## src/rtl/pc_unit_if.sv

```systemverilog
// Bus-side signal bundle for the program counter: select/increment controls,
// the internal ADL/ADH buses, and the PC and phase outputs.
interface pc_unit_if;
  logic       ADL_PCL;
  logic       PCL_PCL;
  logic       ADH_PCH;
  logic       PCH_PCH;
  logic       n_1PC;
  logic [7:0] ADL;
  logic [7:0] ADH;
  logic       PHI1;
  logic       PHI2;
  logic [7:0] PCL;
  logic [7:0] PCH;
  logic [7:0] PCL_ADL_v;
  logic [7:0] PCH_ADH_v;
  logic       PCLC;

  // Controller side: drives controls and buses, observes PC and phases.
  modport master (
    output ADL_PCL, PCL_PCL, ADH_PCH, PCH_PCH, n_1PC, ADL, ADH,
    input  PHI1, PHI2, PCL, PCH, PCL_ADL_v, PCH_ADH_v, PCLC
  );

  // Program counter side.
  modport slave (
    input  ADL_PCL, PCL_PCL, ADH_PCH, PCH_PCH, n_1PC, ADL, ADH,
    output PHI1, PHI2, PCL, PCH, PCL_ADL_v, PCH_ADH_v, PCLC
  );
endinterface

```

## src/rtl/pc_unit.sv

```systemverilog
// 6502 program counter with two-stage select/increment. A single master clock
// is divided by an internal phase bit into PHI1/PHI2; the edge ending PHI1
// loads the PCLS/PCHS select latches, the edge ending PHI2 writes PC = PCS + inc.
module pc_unit #(
  parameter logic [15:0] RESET_PC = 16'h0000
) (
  input  logic      CLK,
  input  logic      n_RES,
  pc_unit_if.slave  bus
);

  logic        ph_q, ph_d;
  logic [7:0]  pcls_q, pcls_d;
  logic [7:0]  pchs_q, pchs_d;
  logic [7:0]  pcl_q, pcl_d;
  logic [7:0]  pch_q, pch_d;
  logic        pclc_q, pclc_d;
  logic        inc;
  logic [15:0] pc_sum;

  assign inc    = ~bus.n_1PC;
  // Full 16-bit add so FFFF+1 wraps to 0000 and PCL carry ripples into PCH.
  assign pc_sum = {pchs_q, pcls_q} + {15'd0, inc};

  // Next-state: select stage while ph=0, increment stage while ph=1.
  always_comb begin
    ph_d   = ~ph_q;
    pcls_d = pcls_q;
    pchs_d = pchs_q;
    pcl_d  = pcl_q;
    pch_d  = pch_q;
    pclc_d = pclc_q;
    if (!ph_q) begin
      // ADL/ADH load has priority over recirculation; neither means hold.
      if (bus.ADL_PCL)      pcls_d = bus.ADL;
      else if (bus.PCL_PCL) pcls_d = pcl_q;
      if (bus.ADH_PCH)      pchs_d = bus.ADH;
      else if (bus.PCH_PCH) pchs_d = pch_q;
    end else begin
      pcl_d  = pc_sum[7:0];
      pch_d  = pc_sum[15:8];
      pclc_d = inc & (pcls_q == 8'hFF);
    end
  end

  // State registers; reset discards any pending select or increment.
  always_ff @(posedge CLK or negedge n_RES) begin
    if (!n_RES) begin
      ph_q   <= 1'b0;
      pcls_q <= RESET_PC[7:0];
      pchs_q <= RESET_PC[15:8];
      pcl_q  <= RESET_PC[7:0];
      pch_q  <= RESET_PC[15:8];
      pclc_q <= 1'b0;
    end else begin
      ph_q   <= ph_d;
      pcls_q <= pcls_d;
      pchs_q <= pchs_d;
      pcl_q  <= pcl_d;
      pch_q  <= pch_d;
      pclc_q <= pclc_d;
    end
  end

  assign bus.PHI1      = ~ph_q;
  assign bus.PHI2      = ph_q;
  assign bus.PCL       = pcl_q;
  assign bus.PCH       = pch_q;
  assign bus.PCL_ADL_v = pcl_q;
  assign bus.PCH_ADH_v = pch_q;
  assign bus.PCLC      = pclc_q;

endmodule
```

## src/flat_wrapper.sv

```systemverilog
// flat-port wrapper written by rule: the top's interface ports become plain ports
module pc_unit_flat 
#(
  parameter logic [15:0] RESET_PC = 16'h0000
)
  (CLK, n_RES, bus_ADL_PCL, bus_PCL_PCL, bus_ADH_PCH, bus_PCH_PCH, bus_n_1PC, bus_ADL, bus_ADH, bus_PHI1, bus_PHI2, bus_PCL, bus_PCH, bus_PCL_ADL_v, bus_PCH_ADH_v, bus_PCLC);
  pc_unit_if bus_i ();
  input  logic CLK;
  input  logic n_RES;
  input wire logic [$bits(bus_i.ADL_PCL)-1:0] bus_ADL_PCL;
  input wire logic [$bits(bus_i.PCL_PCL)-1:0] bus_PCL_PCL;
  input wire logic [$bits(bus_i.ADH_PCH)-1:0] bus_ADH_PCH;
  input wire logic [$bits(bus_i.PCH_PCH)-1:0] bus_PCH_PCH;
  input wire logic [$bits(bus_i.n_1PC)-1:0] bus_n_1PC;
  input wire logic [$bits(bus_i.ADL)-1:0] bus_ADL;
  input wire logic [$bits(bus_i.ADH)-1:0] bus_ADH;
  output wire logic [$bits(bus_i.PHI1)-1:0] bus_PHI1;
  output wire logic [$bits(bus_i.PHI2)-1:0] bus_PHI2;
  output wire logic [$bits(bus_i.PCL)-1:0] bus_PCL;
  output wire logic [$bits(bus_i.PCH)-1:0] bus_PCH;
  output wire logic [$bits(bus_i.PCL_ADL_v)-1:0] bus_PCL_ADL_v;
  output wire logic [$bits(bus_i.PCH_ADH_v)-1:0] bus_PCH_ADH_v;
  output wire logic [$bits(bus_i.PCLC)-1:0] bus_PCLC;
  assign bus_i.ADL_PCL = bus_ADL_PCL;
  assign bus_i.PCL_PCL = bus_PCL_PCL;
  assign bus_i.ADH_PCH = bus_ADH_PCH;
  assign bus_i.PCH_PCH = bus_PCH_PCH;
  assign bus_i.n_1PC = bus_n_1PC;
  assign bus_i.ADL = bus_ADL;
  assign bus_i.ADH = bus_ADH;
  assign bus_PHI1 = bus_i.PHI1;
  assign bus_PHI2 = bus_i.PHI2;
  assign bus_PCL = bus_i.PCL;
  assign bus_PCH = bus_i.PCH;
  assign bus_PCL_ADL_v = bus_i.PCL_ADL_v;
  assign bus_PCH_ADH_v = bus_i.PCH_ADH_v;
  assign bus_PCLC = bus_i.PCLC;
  pc_unit #(.RESET_PC(RESET_PC)) u_core (.CLK(CLK), .n_RES(n_RES), .bus(bus_i));
endmodule
```

## config.mk

```make
export PLATFORM = sky130hd
export DESIGN_NAME = pc_unit_flat
export DESIGN_NICKNAME = d
export VERILOG_FILES = /design/src/rtl/pc_unit_if.sv /design/src/rtl/pc_unit.sv /design/src/flat_wrapper.sv
export SDC_FILE = /design/constraint.sdc
export NUM_CORES = 1
export LEC_CHECK = 0
export BUFFER_PORTS_ARGS = -buffer_cell sky130_fd_sc_hd__buf_2
export CORE_UTILIZATION = 35
export DETAILED_ROUTE_END_ITERATION = 10
export PLACE_DENSITY_LB_ADDON = 0.3
export SYNTH_ARGS = -nofsm -noshare
export SYNTH_HDL_FRONTEND = slang
export SYNTH_SLANG_ARGS = --single-unit
```

## constraint.sdc

```tcl
create_clock -name CLK -period 2 [get_ports CLK]
set_clock_uncertainty 0.2 [all_clocks]
set_input_delay 0.1 -clock CLK [delete_from_list [all_inputs] [get_ports CLK]]
set_output_delay 0.1 -clock CLK [all_outputs]
set_load 0.005 [all_outputs]
```

# Word level (Yosys, flattened, before mapping)
# Cells that the tools add are included.
# totals
register_bits,34
inputBits,23
out_inout_bits,35
elab_cells,19
# op_classes
addsub,1
n_eq_ne,1
n_mux,4
bitwise,3
n_reduce_logical,4
# ops
cell,n
$mux W8,4
$add A16 B1 Y16,1
$eq A8 B8 Y1 const B,1
$reduce_and A2 Y1,2
$reduce_bool A2 Y1,2
$not A1 Y1,2
$and A1 B1 Y1,1

# Longest topological paths before layout
# Gate-level depths: netlist (run 1).
# logic_depth
depth_word,2
depth_mapped,7
depth_no_buf,7

# Least setup slack after synthesis (run 1)
# No wires, ideal clock.
# synth_timing
path_type,register to register
start,reg u_core.pcls_q[0]
end,reg u_core.pch_q[0] (netlist: u_core.bus.PCH[0])
setup_time_ns,0.077
t_arrival_ns,1.453
t_required_ns,1.723
slack_ns,0.270
path_stages_with_launch,7
path_buffers,0
synth_period_minus_slack_ns,1.730
path_cell_list,dfrtp_1 > ha_1 > ha_1 > and4_1 > nand4_1 > xor2_1 > a21oi_1
# synth_via
elab_chain_len,1
# synth_rtl
item,line,source
"start, declared",pc_unit.sv:13,"logic [7:0] pcls_q, pcls_d;"
"start signal, assigned",pc_unit.sv:50,pcls_q <= RESET_PC[7:0];
"start signal, assigned",pc_unit.sv:57,pcls_q <= pcls_d;
$add A16 B1 Y16,pc_unit.sv:23,"assign pc_sum = {pchs_q, pcls_q} + {15'd0, inc};"
"end signal, assigned",pc_unit.sv:53,pch_q <= RESET_PC[15:8];
"end signal, assigned",pc_unit.sv:60,pch_q <= pch_d;
"end, declared",pc_unit.sv:16,"logic [7:0] pch_q, pch_d;"
# Every way passes these cells.
# A chain may end at the register's enable or synchronous reset.

# Worst setup path after layout (run 1)
# layout_timing
start,reg u_core.pcls_q[0]
end,reg u_core.pch_q[2] (netlist: u_core.bus.PCH[2])
# Same word-level chain as after synthesis.

==> Flow_metrics.wiki, run 1 <==
{| class="wikitable"
! Metric !! Value
|-
| Result of the run || complete, no violations
|-
| Worst Path Max Fanout || 5
|-
| Setup violators final || 0
|-
| Register clock-pin slew on the reported worst setup and hold paths || 0.07 ns
|-
| Maximum Capacitance Violations || 0
|-
| Average via count per standard cell || 4.85
|-
| Total congestion overflow || 0
|-
| Final RePlAce weighted congestion || 0.747
|-
| Clock Sinks || 34
|-
| Signal arrival time at the worst endpoint || 1.85 ns
|-
| Fmax || 547 MHz
|-
| Via count || 1609
|-
| Global-route wire length before repair || 7.20 mm
|-
| CTS tree || yes
|-
| Sum of routed wire length over all layers || 4.44 mm
|-
| I/O Pins || 58
|-
| Count of input and output buffers || 57
|-
| Clock Latency Late Sink || 0.29 ns
|-
| Number of post-CTS setup repair buffers || 0
|-
| Final Max Slew Viols || 0
|-
| Area overhead of the layout relative to synthesis || 26.5%
|-
| Die X || 75.9 um
|-
| Slew at the pin closest to its max-slew limit || 0.759 ns
|-
| Count of standard-cell rows || 26
|-
| Crit path required time || 2.02 ns
|-
| Class of the most critical setup path || reg -> reg
|-
| VDD IR-drop max || 0.000242 V
|-
| Clk Tree Root Cell || sky130_fd_sc_hd__clkbuf_8
|-
| Syn avg cell area || 9.41 um2
|-
| Inserted Clock Buffers || 5
|-
| Relative slew slack || 49.4%
|-
| Worst setup EP type || flop
|-
| Net count after synthesis || 229
|-
| Final Hold Slack || 0.0148 ns
|-
| Fraction of synthesized area in multiplexers || 1.11%
|-
| Effective utilization at floorplan || 36.9%
|-
| Area used by multi-input combinational logic || 880 um2
|-
| Worst reg2reg path depth || 6
|-
| Total number of nets in the final design || 287
|-
| Flip-flop and latch count after synthesis || 34
|-
| Xor and xnor fraction of the mapped netlist area || 6.42%
|-
| Cell area after placement || 2120 um2
|-
| Path category of the worst min-delay check || in -> reg
|-
| Synth Cell Area || 1910 um2
|-
| Leakage component of the power || 1.18 nW
|-
| Count of TritonRoute iterations in the first routing pass || 4
|-
| Die height || 75.9 um
|-
| Complex-gate fraction of the synthesized area || 13.4%
|-
| Antenna-violating nets left || 0
|-
| Number of buffers on the longest clock path || 2
|-
| Yosys Warn Count || 0
|-
| Main combinational cell family by area after synthesis || simple AND/OR/NAND/NOR gates
|-
| CTS H-tree depth || 2
|-
| Setup repair after global routing missed its margin || no
|-
| Synth Area in Adders || 1.97%
|-
| Number of global-route vias before repair || 1417
|-
| Sequential cell area in the final layout || 851 um2
|-
| Fin area || 2410 um2
|-
| Starting DRC count in detailed routing || 79
|-
| Critical path startpoint category || flop
|-
| Basic-gate share of the synthesized area counting and, or, nand and nor cells || 22.9%
|-
| Number of instances in the synthesized netlist || 203
|-
| Share of the clock period used by the worst path || 91.5%
|-
| Final min period || 1.83 ns
|-
| Number of antenna repair diodes || 0
|-
| Share of layout cells above drive strength 1 || 28.6%
|-
| Number of inserted filler cells in the final layout || 508
|-
| Power density of the placed cells || 736 nW/um2
|-
| Post-route setup TNS || 0 ns
|-
| Post-synth cell types || 29
|-
| Sequential cell area fraction in the yosys report || 44.6%
|-
| Area of the placeable core || 5170 um2
|-
| Hold violation count in the final report || 0
|-
| Largest net degree at the start of global routing || 35
|-
| Routed length per placed instance || 13.4 um
|-
| Total routing usage reported by global routing || 16.9%
|-
| Cell depth of the worst hold path || 2
|-
| Die Footprint || 5750 um2
|-
| Detailed-placement wirelength estimate || 3.03 mm
|-
| DRC violation count after routing || 0
|-
| Initial antenna violation count || 0
|}
[layout by cell type, fill, tap and decap left out, types with 2 or more instances in the layout]
cell type                        n
sky130_fd_sc_hd__a21oi_1        30
sky130_fd_sc_hd__and3_1          2
sky130_fd_sc_hd__and3b_1        15
sky130_fd_sc_hd__and4_1          2
sky130_fd_sc_hd__buf_2          57
sky130_fd_sc_hd__buf_4           2
sky130_fd_sc_hd__clkbuf_8        5
sky130_fd_sc_hd__clkinv_2        2
sky130_fd_sc_hd__dfrtp_1        34
sky130_fd_sc_hd__dlygate4sd3_1  18
sky130_fd_sc_hd__ha_1            2
sky130_fd_sc_hd__inv_1           2
sky130_fd_sc_hd__nand2_1        20
sky130_fd_sc_hd__nand3_1         5
sky130_fd_sc_hd__nand4_1         6
sky130_fd_sc_hd__nor2_1         14
sky130_fd_sc_hd__nor4_2          2
sky130_fd_sc_hd__o21ai_0        16
sky130_fd_sc_hd__o21ai_1         2
sky130_fd_sc_hd__xnor2_1         4
sky130_fd_sc_hd__xor2_1         10
[flip-flops by register name, indices dropped and copies added (netlist names)]
register	count
u_core.pcls_q	8
u_core.bus.PHI2	1
u_core.pchs_q	8
u_core.bus.PCH	8
u_core.bus.PCLC	1
u_core.bus.PCL	8
[through the flow]
step / utilization (%) / total power [mW] / instances / setup slack, ns
after CTS: 46.6 / 1.79 / 332 / 0.0951
after floorplan: - / 1.04 / 203 / 0.270
after global routing: 46.7 / 1.88 / 332 / 0.0465
after global placement: 41.0 / 1.13 / 306 / 0.179
final: 46.7 / 1.78 / 332 / 0.170
after detailed placement: 41.0 / 1.14 / 306 / 0.0744
[repair_timing]
action                                  CTS  global route
resized for setup                         0             3
hold endpoints to repair                 51             0
endpoints found under the setup margin    0             5
hold buffers                             18             0
[routing by layer]
| layer | part of all wire (%) | up-vias | track usage (%) |
|---|---|---|---|
| met3 | 3.4 | 6 | 3.84 |
| met4 | 1.3 | 0 | 5.97 |
| met5 | 0 | - | 0 |
| li1 | - | 815 | - |
| met1 | 48 | 751 | 23.2 |
| met2 | 48 | 37 | 26.2 |
[area by class of cell]
cell class / count / share of cell area [%]
Clock buffer: 5 / 2.85
Clock inverter: 3 / 1.66
Inverter: 2 / 0.311
Multi-Input combinational cell: 141 / 36.4
Sequential cell: 34 / 35.2
Tap cell: 70 / 3.63
Timing Repair Buffer: 77 / 19.9
[report_power, final]
part | switching [mW] | internal (mW)
combinational | 0.132 | 0.165
clock | 0.258 | 0.367
sequential | 0.0940 | 0.763
total | 0.484 | 1.29
[synth_stat cells, drive strengths merged]
master / instances / area [um2]
dfrtp: 34 / 851
a21oi: 30 / 150
buf: 21 / 158
nand2: 20 / 75.1
o21ai: 18 / 90.1
and3b: 15 / 131
nor2: 14 / 52.6
xor2: 10 / 87.6
nand4: 7 / 50.1
nand3: 6 / 42.5
clkbuf: 5 / 18.8
and4: 4 / 36.3
xnor2: 4 / 35.0
ha: 3 / 37.5
and3: 2 / 12.5
inv: 2 / 7.51
nor4: 2 / 25.0
a21o: 1 / 7.51
mux2: 1 / 11.3
mux2i: 1 / 10.0
nor2b: 1 / 6.26
nor3: 1 / 5.00
o2bb2ai: 1 / 8.76
[cell families after synthesis]
group,Yosys count
simple gates,72
fa+ha+maj,3
xor+xnor,14
flops,34
buf+inv,28
compound gates,50
mux,2
[worst max-delay path, cell delays in order (launching register included)]
cell                      delay [ns]
sky130_fd_sc_hd__dfrtp_1        0.42
sky130_fd_sc_hd__ha_2           0.24
sky130_fd_sc_hd__ha_1           0.21
sky130_fd_sc_hd__and4_4         0.28
sky130_fd_sc_hd__nand3_1        0.09
sky130_fd_sc_hd__xor2_1         0.16
sky130_fd_sc_hd__a21oi_1        0.16
[worst paths after layout]
| check | slack, ns | start | to |
|---|---|---|---|
| max | 0.17 | u_core.pcls_q[0]$_DFFE_PN0P_ | u_core.bus.PCH[2]$_DFFE_PN0P_ |
| min | 0.01 | bus_ADL_PCL | u_core.pcls_q[0]$_DFFE_PN0P_ |
| max reg2reg | 0.17 | u_core.pcls_q[0]$_DFFE_PN0P_ | u_core.bus.PCH[2]$_DFFE_PN0P_ |
| min reg2reg | 0.32 | u_core.pchs_q[7]$_DFFE_PN0P_ | u_core.pchs_q[7]$_DFFE_PN0P_ |
| max in group asynchronous | 0.90 | n_RES | u_core.pcls_q[7]$_DFFE_PN0P_ |
| min in group asynchronous | 0.21 | n_RES | u_core.bus.PCL[4]$_DFFE_PN0P_ |
Power figures use the tool's default switching activity.
==> inputs of run 2 (changes only) <==
--- a/config.mk
+++ b/config.mk
@@ -8,7 +8,7 @@
 export BUFFER_PORTS_ARGS = -buffer_cell sky130_fd_sc_hd__buf_2
 export CORE_UTILIZATION = 35
 export DETAILED_ROUTE_END_ITERATION = 10
-export PLACE_DENSITY_LB_ADDON = 0.3
+export PLACE_DENSITY_LB_ADDON = 0.08
 export SYNTH_ARGS = -nofsm -noshare
 export SYNTH_HDL_FRONTEND = slang
 export SYNTH_SLANG_ARGS = --single-unit
==> run 2 against run 1 <==
Fmax is 2.9% lower. Die area unchanged. First-iteration DRC count down 22%. Clock power down 15%. Sequential cell count did not move. Count of clock-buffer cells in the layout rose by 2. Via count rose by 0.31%. Combinational power increased by 2%. Core utilization fell by 0.073 points. Final cell count up 0.60%. Sequential share of layout area rose by 0.055 points. Setup slack lost 0.055 ns. Critical endpoint is now u_core.bus.PCH[6]$_DFFE_PN0P_. Largest power group unchanged.
==> Flow_metrics.wiki, run 2 (synthesis results as in run 1) <==
{| class="wikitable"
! Metric !! Value
|-
| Result of the run || complete, no violations
|-
| Fin area || 2410 um2 (-0.16%)
|-
| Signal arrival time at the worst endpoint || 1.89 ns (+0.04 ns)
|-
| Delay-heaviest family, CP || adder cells
|-
| Fmax || 531 MHz (-2.9%)
|-
| Inserted Clock Buffers || 5 (unchanged)
|-
| Number of logic stages on the critical path including buffering || 6 (unchanged)
|-
| Leakage component of the power || 1.18 nW (about the same)
|-
| Capture instance of the worst register-to-register path || u_core.bus.PCH[6]$_DFFE_PN0P_
|-
| Die Footprint || 5750 um2 (unchanged)
|-
| Worst reg2reg path depth || 6 (unchanged)
|-
| Number of global-route vias before repair || 1488 (+5.0%)
|-
| Slowest stage delay, CP || 0.42 ns (about the same)
|-
| Total congestion overflow || 0 (unchanged)
|-
| Count of standard-cell rows || 26 (unchanged)
|-
| Share of the clock period used by the worst path || 94.2% (+2.7 points)
|-
| Path category of the worst min-delay check || in -> reg
|-
| Post-route setup TNS || 0 ns (unchanged)
|-
| Detailed-placement wirelength estimate || 3.06 mm (+1.3%)
|-
| Most common library cell in the layout ignoring fill and taps || sky130_fd_sc_hd__buf_2
|-
| Clock Sinks || 34 (unchanged)
|-
| Setup repair after global routing missed its margin || no
|-
| Worst r2r src || u_core.pcls_q[0]$_DFFE_PN0P_
|-
| Total design power || 1.69 mW (-5.0%)
|-
| Worst Path Max Fanout || 5 (unchanged)
|-
| Initial antenna violation count || 0 (unchanged)
|-
| Die height || 75.9 um (unchanged)
|-
| Total number of nets in the final design || 289 (+0.70%)
|-
| Worst min-delay path startpoint || bus_ADL_PCL
|-
| VDD IR-drop max || 0.000255 V (+5.3%)
|-
| Antenna-violating nets left || 0 (unchanged)
|-
| Number of buffers on the longest clock path || 2 (unchanged)
|-
| Endpoint, Worst Hold || u_core.pcls_q[0]$_DFFE_PN0P_
|-
| Number of antenna repair diodes || 0 (unchanged)
|-
| Clk Tree Root Cell || sky130_fd_sc_hd__clkbuf_8
|-
| CTS tree || yes
|-
| Die X || 75.9 um (unchanged)
|-
| Power density of the placed cells || 700 nW/um2 (-4.9%)
|-
| Clock Latency Late Sink || 0.29 ns (about the same)
|-
| Number of inserted filler cells in the final layout || 538 (+5.9%)
|-
| Cell Chain, Critical Path || ha_2, ha_1, and4_2, nand4_1, xor2_1, a21oi_1
|-
| Area of the placeable core || 5170 um2 (unchanged)
|-
| Count of TritonRoute iterations in the first routing pass || 4 (unchanged)
|-
| Sum of routed wire length over all layers || 4.44 mm (about the same)
|-
| CTS H-tree depth || 2 (unchanged)
|-
| Largest net degree at the start of global routing || 35 (unchanged)
|-
| Share of layout cells above drive strength 1 || 28.8% (+0.16 points)
|-
| Relative slew slack || 59.9% (+11 points)
|-
| Class of the most critical setup path || reg -> reg
|-
| Cell with the largest stage delay on the worst path || sky130_fd_sc_hd__dfrtp_1
|-
| Effective utilization at floorplan || 36.9% (unchanged)
|-
| Register clock-pin slew on the reported worst setup and hold paths || 0.07 ns (about the same)
|-
| Routed length per placed instance || 13.3 um (-0.51%)
|-
| Global-route wire length before repair || 7.33 mm (+1.8%)
|-
| Average via count per standard cell || 4.83 (-0.29%)
|-
| Count of input and output buffers || 57 (unchanged)
|-
| Final min period || 1.88 ns (+0.0549 ns)
|-
| Worst reg-to-reg setup slack || 0.12 ns (-0.05 ns)
|-
| Slew at the pin closest to its max-slew limit || 0.597 ns (-0.162 ns)
|-
| Final RePlAce weighted congestion || 0.733 (-2.0%)
|-
| Cell area after placement || 2140 um2 (+0.71%)
|-
| Critical path startpoint category || flop
|-
| Via count || 1614 (+0.31%)
|-
| I/O Pins || 58 (unchanged)
|-
| Most used cells in the layout excluding fill and tap cells || sky130_fd_sc_hd__buf_2 (57), sky130_fd_sc_hd__dfrtp_1 (34), sky130_fd_sc_hd__a21oi_1 (30), sky130_fd_sc_hd__nand2_1 (20), sky130_fd_sc_hd__dlygate4sd3_1 (18)
|-
| Cell depth of the worst hold path || 2 (unchanged)
|-
| Worst Path Buf+Inv || 0 (unchanged)
|-
| Starting DRC count in detailed routing || 62 (-22%)
|-
| Area overhead of the layout relative to synthesis || 26.3%
|-
| Maximum Capacitance Violations || 0 (unchanged)
|-
| Total routing usage reported by global routing || 17.4% (+0.49 points)
|-
| Crit path required time || 2.01 ns (about the same)
|-
| DRC violation count after routing || 0 (unchanged)
|-
| Final Max Slew Viols || 0 (unchanged)
|-
| Worst setup EP type || flop
|-
| Setup violators final || 0 (unchanged)
|-
| Hold violation count in the final report || 0 (unchanged)
|}
run 2: cell count changes in the layout (fill, tap and decap cells not counted):
cell	before	now
sky130_fd_sc_hd__and4_2	1	2
sky130_fd_sc_hd__and4_4	1	0
sky130_fd_sc_hd__buf_4	2	4
sky130_fd_sc_hd__bufinv_16	1	0
sky130_fd_sc_hd__clkbuf_1	0	1
sky130_fd_sc_hd__clkbuf_8	5	6
sky130_fd_sc_hd__clkinv_2	2	1
run 2: cell type report:
class | count | area, um2 | share of cell area [%]
clock inverters | 1 | 5.00 | 0.208
repair buffers | 79 | 495 | 20.6
inverters | 2 | 7.51 | 0.311
flip-flops and latches | 34 | 851 | 35.3
clock buffers | 7 | 86.3 | 3.58
multi-input cells | 141 | 878 | 36.4
well taps | 70 | 87.6 | 3.63
run 2: through the flow:
stage	utilization, %	cells	setup WS [ns]	hold slack (ns)
after floorplan	-	203	0.270	-0.396
after global placement	41.3	308	0.147	-0.0314
after detailed placement	41.3	308	0.0873	-0.0375
after CTS	46.5	334	0.0528	0.00887
after global routing	46.6	334	0.0183	0.0574
final	46.6	334	0.115	0.0121
run 2: how the worst max path moves through the flow:
| stage | startpoint | to | slack (ns) |
|---|---|---|---|
| finish | u_core.pcls_q[0]$_DFFE_PN0P_ | u_core.bus.PCH[6]$_DFFE_PN0P_ | 0.12 |
| global route | u_core.pcls_q[0]$_DFFE_PN0P_ | u_core.bus.PCH[6]$_DFFE_PN0P_ | 0.02 |
| CTS | u_core.pcls_q[0]$_DFFE_PN0P_ | u_core.bus.PCH[6]$_DFFE_PN0P_ | 0.05 |
| detailed placement | u_core.pcls_q[0]$_DFFE_PN0P_ | u_core.bus.PCH[6]$_DFFE_PN0P_ | 0.09 |
| global placement | u_core.pcls_q[0]$_DFFE_PN0P_ | u_core.bus.PCH[0]$_DFFE_PN0P_ | 0.15 |
| floorplan | u_core.pcls_q[0]$_DFFE_PN0P_ | u_core.bus.PCH[0]$_DFFE_PN0P_ | 0.27 |
run 2: what timing repair did:
item | 4_1_cts | 5_1_grt
gates resized for setup | 0 | 2
endpoints found under the hold margin | 51 | 0
buffers inserted | 0 | 0
hold buffers | 18 | 0
setup endpoints to repair | 0 | 4
run 2: power breakdown:
part	internal, mW	switching, mW	total, mW	leakage [nW]
combinational	0.169	0.134	0.303	0.723
sequential	0.763	0.0911	0.854	0.412
clock	0.278	0.254	0.532	0.0482
run 2: worst reg2reg max path: stages (launching register included):
cell and delay (ns):
sky130_fd_sc_hd__dfrtp_1 0.42, sky130_fd_sc_hd__ha_2 0.23, sky130_fd_sc_hd__ha_1 0.21, sky130_fd_sc_hd__and4_2 0.31
sky130_fd_sc_hd__nand4_1 0.12, sky130_fd_sc_hd__xor2_1 0.15, sky130_fd_sc_hd__a21oi_1 0.16
run 2: metal layers:
layer	vias to the layer above	global-route usage (%)	wire, um	part of all wire, %
li1	817	-	-	-
met1	752	24.4	2200	50
met2	39	26.0	2000	45
met3	6	4.76	189	4.3
met4	0	5.56	55	1.2
met5	-	0	0	0
==> inputs of run 3 (changes only) <==
==> constraint.sdc (replaced) <==
create_clock -name CLK -period 2 [get_ports CLK]
set_clock_uncertainty 0.2 [all_clocks]
set_input_delay 0.2 -clock CLK [delete_from_list [all_inputs] [get_ports CLK]]
set_output_delay 0.2 -clock CLK [all_outputs]
set_load 0.005 [all_outputs]
==> run 3 against run 2 <==
Routed wire length shrank 3.2%. Hold slack lost 0.012 ns. Core utilization shrank 1.7 points. Critical path type unchanged.
==> Flow_metrics.wiki, run 3 (synthesis results as in run 1) <==
{| class="wikitable"
! Metric !! Value
|-
| Result of the run || complete, no violations
|-
| Register clock-pin slew on the reported worst setup and hold paths || 0.07 ns (about the same)
|-
| Final Hold Slack || 0.000496 ns (-0.0117 ns)
|-
| Worst r2r src || u_core.pcls_q[0]$_DFFE_PN0P_
|-
| Die X || 75.9 um (unchanged)
|-
| Count of TritonRoute iterations in the first routing pass || 4 (unchanged)
|-
| Detailed-placement wirelength estimate || 3.03 mm (-1.0%)
|-
| Clock Latency Late Sink || 0.29 ns (about the same)
|-
| Share of the clock period used by the worst path || 90.7% (-3.5 points)
|-
| Die Footprint || 5750 um2 (unchanged)
|-
| Final Max Slew Viols || 0 (unchanged)
|-
| Via count || 1566 (-3.0%)
|-
| CTS tree || yes
|-
| Area of the placeable core || 5170 um2 (unchanged)
|-
| Endpoint, Worst Hold || u_core.pchs_q[3]$_DFFE_PN0P_
|-
| Antenna-violating nets left || 0 (unchanged)
|-
| Worst reg2reg path depth || 6 (unchanged)
|-
| Count of standard-cell rows || 26 (unchanged)
|-
| Final RePlAce weighted congestion || 0.740 (+1.1%)
|-
| Worst min-delay path startpoint || bus_ADH[3]
|-
| Average via count per standard cell || 4.83 (about the same)
|-
| Crit path required time || 2.01 ns (about the same)
|-
| Worst setup EP type || flop
|-
| Worst Path Max Fanout || 5 (unchanged)
|-
| Number of inserted filler cells in the final layout || 520 (-3.3%)
|-
| Cell depth of the worst hold path || 3 (+1)
|-
| VDD IR-drop max || 0.000274 V (+7.6%)
|-
| Area overhead of the layout relative to synthesis || 21.6%
|-
| Count of input and output buffers || 57 (unchanged)
|-
| DRC violation count after routing || 0 (unchanged)
|-
| Class of the most critical setup path || reg -> reg
|-
| Largest net degree at the start of global routing || 35 (unchanged)
|-
| Clock Sinks || 34 (unchanged)
|-
| Leakage component of the power || 1.15 nW (-3.1%)
|-
| Path category of the worst min-delay check || in -> reg
|-
| Signal arrival time at the worst endpoint || 1.82 ns (-0.07 ns)
|-
| Starting DRC count in detailed routing || 51 (-18%)
|-
| Inserted Clock Buffers || 5 (unchanged)
|-
| Clk Tree Root Cell || sky130_fd_sc_hd__clkbuf_8
|-
| CTS H-tree depth || 2 (unchanged)
|-
| Sum of routed wire length over all layers || 4.30 mm (-3.2%)
|-
| Final min period || 1.81 ns (-0.0701 ns)
|-
| Effective utilization at floorplan || 36.9% (unchanged)
|-
| Critical path startpoint category || flop
|-
| Worst reg-to-reg setup slack || 0.19 ns (+0.07 ns)
|-
| Total routing usage reported by global routing || 17.1% (-0.25 points)
|-
| Relative slew slack || 57.9% (-2.0 points)
|-
| Maximum Capacitance Violations || 0 (unchanged)
|-
| Fmax || 551 MHz (+3.9%)
|-
| I/O Pins || 58 (unchanged)
|-
| Most common library cell in the layout ignoring fill and taps || sky130_fd_sc_hd__buf_2
|-
| Number of global-route vias before repair || 1451 (-2.5%)
|-
| Total congestion overflow || 0 (unchanged)
|-
| Total number of nets in the final design || 279 (-3.5%)
|-
| Global-route wire length before repair || 7.16 mm (-2.3%)
|-
| Setup violators final || 0 (unchanged)
|-
| Post-route setup TNS || 0 ns (unchanged)
|-
| Slew at the pin closest to its max-slew limit || 0.627 ns (+0.0299 ns)
|-
| Hold violation count in the final report || 0 (unchanged)
|-
| Share of layout cells above drive strength 1 || 30.3% (+1.5 points)
|-
| Most used cells in the layout excluding fill and tap cells || sky130_fd_sc_hd__buf_2 (57), sky130_fd_sc_hd__dfrtp_1 (34), sky130_fd_sc_hd__a21oi_1 (30), sky130_fd_sc_hd__nand2_1 (20), sky130_fd_sc_hd__o21ai_0 (16)
|-
| Number of antenna repair diodes || 0 (unchanged)
|-
| Initial antenna violation count || 0 (unchanged)
|-
| Die height || 75.9 um (unchanged)
|-
| Setup repair after global routing missed its margin || no
|-
| Routed length per placed instance || 13.3 um (-0.16%)
|-
| Capture instance of the worst register-to-register path || u_core.bus.PCH[6]$_DFFE_PN0P_
|-
| Number of buffers on the longest clock path || 2 (unchanged)
|-
| Power density of the placed cells || 717 nW/um2 (+2.4%)
|}
-- run 3: cell types whose count changed in the layout (fill, tap and decap cells not counted) --
cell,previous run,this run
sky130_fd_sc_hd__buf_12,0,1
sky130_fd_sc_hd__dlygate4sd3_1,18,7
-- run 3: cell type report --
cell class / count / area, um2 / area share (%)
multi-input cells: 141 / 878 / 37.8
flip-flops and latches: 34 / 851 / 36.7
repair buffers: 69 / 405 / 17.5
well taps: 70 / 87.6 / 3.77
clock buffers: 7 / 86.3 / 3.72
inverters: 2 / 7.51 / 0.323
clock inverters: 1 / 5.00 / 0.216
-- run 3: how the worst max path moves through the flow --
stage	from	cells past startpoint	to
2_1_floorplan	u_core.pcls_q[0]$_DFFE_PN0P_	6	u_core.bus.PCH[0]$_DFFE_PN0P_
3_3_place_gp	u_core.pcls_q[0]$_DFFE_PN0P_	6	u_core.bus.PCH[0]$_DFFE_PN0P_
3_5_place_dp	u_core.pcls_q[0]$_DFFE_PN0P_	6	u_core.bus.PCH[6]$_DFFE_PN0P_
4_1_cts	u_core.pcls_q[0]$_DFFE_PN0P_	6	u_core.bus.PCH[6]$_DFFE_PN0P_
5_1_grt	u_core.pcls_q[0]$_DFFE_PN0P_	6	u_core.bus.PCH[6]$_DFFE_PN0P_
6_report	u_core.pcls_q[0]$_DFFE_PN0P_	6	u_core.bus.PCH[6]$_DFFE_PN0P_
-- run 3: per-stage QoR --
| step | setup slack [ns] | total power [mW] | cell area, um2 | cells | utilization [%] |
|---|---|---|---|---|---|
| floorplan | 0.270 | 1.04 | 1910 | 203 | - |
| global placement | 0.147 | 1.15 | 2150 | 308 | 41.5 |
| detailed placement | 0.0941 | 1.15 | 2150 | 308 | 41.5 |
| CTS | 0.0934 | 1.68 | 2310 | 323 | 44.7 |
| global route | 0.0354 | 1.78 | 2320 | 324 | 44.9 |
| finish | 0.186 | 1.66 | 2320 | 324 | 44.9 |
-- run 3: critical path, cell delays in order (launching register included) --
cell,delay [ns]
sky130_fd_sc_hd__dfrtp_1,0.39
sky130_fd_sc_hd__ha_2,0.22
sky130_fd_sc_hd__ha_1,0.20
sky130_fd_sc_hd__and4_2,0.30
sky130_fd_sc_hd__nand4_1,0.12
sky130_fd_sc_hd__xor2_1,0.15
sky130_fd_sc_hd__a21oi_1,0.15
-- run 3: what timing repair did --
action | 4_1_cts | 5_1_grt
gates resized for setup | 0 | 2
endpoints found under the setup margin | 0 | 4
hold buffers | 7 | 0
endpoints found under the hold margin | 40 | 0
setup buffers | 0 | 1
-- run 3: metal layers --
| layer | routed length (um) | vias to the layer above | GRT usage (%) |
|---|---|---|---|
| met1 | 2140 | 726 | 24.3 |
| met5 | 0 | - | 0 |
| met4 | 60 | 0 | 6.17 |
| li1 | - | 800 | - |
| met3 | 170 | 6 | 3.97 |
| met2 | 1930 | 34 | 25.5 |
-- run 3: power by group --
part           total (mW)  switching (mW)  leakage (nW)  internal [mW]
sequential          0.852          0.0895         0.412          0.763
clock               0.519           0.241        0.0482          0.278
combinational       0.294           0.133         0.687          0.161
total                1.66           0.464          1.15           1.20
